$ cat src/rtl/match_capture_fifo.sv
// Capture buffer for pipelined match pulses: realigns each match with the counter
// snapshot that produced it and queues the snapshots for a valid/ready reader.
module match_capture_fifo #(
  parameter int DEPTH         = 8,
  parameter int MATCH_LATENCY = 3
) (
  input  logic                     i_clk,
  input  logic                     i_rst,
  input  logic [31:0]              i_counter,
  input  logic                     i_match,
  output logic                     o_valid,
  input  logic                     i_ready,
  output logic [31:0]              o_data,
  output logic [$clog2(DEPTH):0]   o_level,
  output logic                     o_overflow,
  output logic [15:0]              o_drop_count
);

  localparam int AW = $clog2(DEPTH);
  localparam int LW = AW + 1;

  logic [31:0]   dly [MATCH_LATENCY];
  logic [31:0]   mem [DEPTH];
  logic [AW-1:0] wr_ptr, rd_ptr;
  logic [31:0]   snap;
  logic          full, push, pop, drop;

  // Tail of the delay line is the counter value the current match refers to.
  assign snap = dly[MATCH_LATENCY-1];

  always_ff @(posedge i_clk or posedge i_rst) begin
    if (i_rst) begin
      for (int i = 0; i < MATCH_LATENCY; i++) dly[i] <= '0;
    end else begin
      dly[0] <= i_counter;
      for (int i = 1; i < MATCH_LATENCY; i++) dly[i] <= dly[i-1];
    end
  end

  assign o_valid = (o_level != '0);
  assign full    = (o_level == LW'(DEPTH));
  assign pop     = o_valid & i_ready;
  // A pop in the same cycle frees the slot, so a full FIFO still accepts.
  assign push    = i_match & (~full | pop);
  assign drop    = i_match & full & ~pop;

  always_ff @(posedge i_clk or posedge i_rst) begin
    if (i_rst) begin
      for (int i = 0; i < DEPTH; i++) mem[i] <= '0;
      wr_ptr <= '0;
    end else if (push) begin
      mem[wr_ptr] <= snap;
      wr_ptr      <= wr_ptr + 1'b1;
    end
  end

  always_ff @(posedge i_clk or posedge i_rst) begin
    if (i_rst) begin
      rd_ptr  <= '0;
      o_level <= '0;
    end else begin
      if (pop) rd_ptr <= rd_ptr + 1'b1;
      case ({push, pop})
        2'b10:   o_level <= o_level + 1'b1;
        2'b01:   o_level <= o_level - 1'b1;
        default: o_level <= o_level;
      endcase
    end
  end

  always_ff @(posedge i_clk or posedge i_rst) begin
    if (i_rst) begin
      o_overflow   <= 1'b0;
      o_drop_count <= '0;
    end else if (drop) begin
      o_overflow <= 1'b1;
      if (o_drop_count != 16'hFFFF) o_drop_count <= o_drop_count + 16'd1;
    end
  end

  assign o_data = mem[rd_ptr];

endmodule
$ cat config.mk
export PLATFORM = sky130hd
export DESIGN_NAME = match_capture_fifo
export DESIGN_NICKNAME = d
export VERILOG_FILES = /design/src/rtl/match_capture_fifo.sv
export SDC_FILE = /design/constraint.sdc
export NUM_CORES = 1
export LEC_CHECK = 0
export CAP_MARGIN = 20
export CORE_UTILIZATION = 31
export DETAILED_ROUTE_END_ITERATION = 7
export DONT_BUFFER_PORTS = 1
export PLACE_DENSITY = 0.5
export SLEW_MARGIN = 20
export SYNTH_ARGS = -nofsm -noshare
export SYNTH_HDL_FRONTEND = slang
export SYNTH_SLANG_ARGS = --single-unit
$ cat constraint.sdc
create_clock -name i_clk -period 19.6 [get_ports i_clk]
set_input_delay 2.94 -clock i_clk [delete_from_list [all_inputs] [get_ports i_clk]]
set_output_delay 2.94 -clock i_clk [all_outputs]
set_load 0.02 [all_outputs]
==> results.py <==
metrics = {
    "global_route": {
        "grt_use_total_pct": 13.5,
        "grt_max_degree": 126,
        "grt_antenna_before_repair": 1,
        "grt.overflow.total": 0,
        "grt_pass1_wl_um": 51500,
        "first_global_vias": 8243,
    },
    "yosys": {
        "ys_seq_elements": 379,
        "synth_top_area_share_pct": 62.0,
        "synth-seq-area-share_pct": 62.0,
        "yosys.cell_count.top_type": "dfrtp_1",
        "syn_inst": 881,
        "synth_edf_count": 0,
        "ys.warnings.count": 0,
        "netlist_area_um2": 15300,
        "syn_area_per_cell_um2": 17.4,
        "ys.flop_type": "dfrtp_1",
        "synth_top_area_cell": "dfrtp_1",
        "yosysUniqueCellTypes": 38,
        "synth_area_leaders": "dfrtp_1 62%, mux2_2 19%, mux4_2 9.4%, mux2_4 3.4%, buf_2 0.79%",
        "synthArstFlopShare_pct": 100,
        "syn-num-nets": 923,
        "synthTopCellsByCount": "379 x dfrtp_1, 258 x mux2_2, 64 x mux4_2, 35 x mux2_4, 24 x buf_2",
    },
    "die": {
        "die_h_um": 224,
        "dieArea_um2": 50200,
        "rows": 81,
        "core_area_um2": 48800,
        "ios": 90,
        "initial_core_util_pct": 31.3,
        "die_x_um": 224,
    },
    "cells_and_area": {
        "n_antenna_cell": 0,
        "fin_nets": 934,
        "drive_gt1_share_pct": 48.6,
        "n_fill_cell": 4673,
        "area_growth_pct": 14.1,
    },
    "timing": {
        "hold_viol": 0,
        "tns_ns": 0,
        "fin_skew_ns": 0.0240,
        "maxSlewHeadroom_pct": 35.4,
        "grt_setup_unrepaired": "no",
        "fmax_ghz": 0.163,
        "slew_violations": 0,
        "fin_crit_ns": 6.13,
        "finalCritPeriodShare_pct": 31.3,
        "tightest_slew_ns": 0.969,
        "finalSetupViolations": 0,
    },
    "route": {
        "drt_first_pass_iters": 4,
        "first_iter_violations": 353,
        "routedWlPerCell_um": 20.3,
        "drt-total-wl_um": 32300,
        "vias": 7456,
        "viasPerCell": 4.70,
        "postRouteAntennaNets": 0,
        "drcViolationCount": 0,
    },
    "worst_setup_path": {
        "cp.required_ns": 16.66,
        "end_kind": "output pin",
        "crit_buf_inv": 1,
        "worstReg2RegStart": "o_level[1]",
        "critPathMaxStageDelay_ns": 0.87,
        "cp_slowest_cell": "dfrtp_4",
        "worstPathArrival_ns": 3.19,
        "critPathLaunchType": "register",
        "crit_chain": "buf_4, mux4_2, mux2_2",
        "reg2regPathDepth": 6,
        "worst_r2r_endpoint": "mem[112]",
        "crit_family": "multiplexers",
        "critical_path_class": "reg2out",
        "path_max_fanout": 36,
        "ff2ff_setup_slack_ns": 16.26,
    },
    "clock_network": {
        "clk_path_buf_depth": 3,
        "numCtsBuffers": 44,
        "postCtsSetupBuffers": 0,
        "cts_hold_buf": 0,
        "clkTransAtPathRegs_ns": 0.06,
        "cts-root-buf": "clkbuf_16",
        "cts_tree": "yes",
        "cts_num_sinks": 379,
        "htreeDepth": 2,
        "post_cts_resized": 0,
        "insertion_delay_ns": 0.57,
    },
    "place": {
        "hpwl_um": 17800,
        "port-buffer-count": 0,
        "gp_congestion": 0.687,
    },
    "pwr": {
        "power_uw": 3100,
        "powerDensity_nw_per_um2": 178,
        "ir_drop_mv": 0.0713,
        "cellLeakagePower_uw": 0.00746,
    },
    "worst_hold_path": {
        "min_to": "snap[27]",
        "holdCritPathClass": "reg2reg",
        "holdPathStages": 0,
        "hp-start": "dly[59]",
    },
    "outcome": {
        "status": "complete, no violations",
    },
    "run": {
        "cap_violations": 0,
    },
}
area by class of cell:
cell class              count  area [µm²]  share of cell area [%]
well taps                 664         831                    4.76
flip-flops and latches    379        9490                    54.4
clock inverters            10         120                   0.689
multi-input cells         450        5530                    31.7
repair buffers             15         125                   0.717
clock buffers              68        1330                    7.65
inverters                   2        15.0                  0.0861
layer usage:
metal / vias up / GRT usage, % / part of all wire [%]
met5: - / 0 / 0.031
met4: 2 / 4.42 / 2.1
met3: 54 / 3.34 / 4.5
met2: 98 / 21.2 / 46
met1: 4032 / 18.3 / 47
li1: 3270 / - / -
metrics by stage:
stage | utilization (%) | worst slack (ns) | instances | area, µm² | hold slack, ns
3_5_place_dp | 32.7 | 13.50 | 1509 | 16000 | 0.335
3_3_place_gp | 32.7 | 13.58 | 1509 | 16000 | 0.332
5_1_grt | 35.7 | 13.21 | 1588 | 17400 | 0.347
2_1_floorplan | - | 6.13 | 881 | 15300 | 0.331
4_1_cts | 35.7 | 13.30 | 1587 | 17400 | 0.345
6_report | 35.7 | 13.47 | 1588 | 17400 | 0.340
cell families (layout without fill, tap and decap cells):
group                      count (synthesis)  after routing  share of synthesized area, %
adders and majority gates                  6              6                         0.491
xor gates and xnor gates                  20             20                          1.15
AOI/OAI and AO/OA                          9              9                         0.368
muxes                                    357            357                          31.9
and+or+nand+nor                           58             58                          2.24
DFF                                      379            379                          62.0
buffers and inverters                     52             95                          1.89
state kept, by name, summed over array words and instances (netlist names):
signal and count:
mem 256, rd_ptr 3, wr_ptr 3, snap 32, o_level 4, dly 64
o_drop_count 16, o_overflow 1
power breakdown:
group,leakage [µW],internal (µW),switching [µW],total (µW)
clock,0.000708,494,320,814
sequential,0.00454,1080,203,1280
combinational,0.00221,576,429,1010
worst max-delay path by stage:
stage	from	slack, ns	end	depth (start not counted)
2_1_floorplan	i_rst	6.13	dly[32]	1
3_3_place_gp	i_rst	13.58	snap[7]	4
3_5_place_dp	i_rst	13.50	dly[71]	4
4_1_cts	rd_ptr[0]	13.30	o_data[14]	3
5_1_grt	rd_ptr[0]	13.21	o_data[20]	3
6_report	rd_ptr[0]	13.47	o_data[14]	3
cells in the final DEF, fill, tap and decap left out, types with 4 or more instances in the layout:
cell type / n
dfrtp_1: 376
mux2_2: 258
mux4_2: 64
clkbuf_16: 46
mux2_4: 35
buf_4: 14
clkbuf_1: 12
xnor2_1: 11
nand2_1: 10
clkbuf_8: 10
xor2_1: 9
nand3_1: 8
nand4_1: 6
ha_1: 6
nor2_1: 5
nor4_1: 5
clkinv_2: 4
Note: power is estimated with default switching activity, not from simulation.
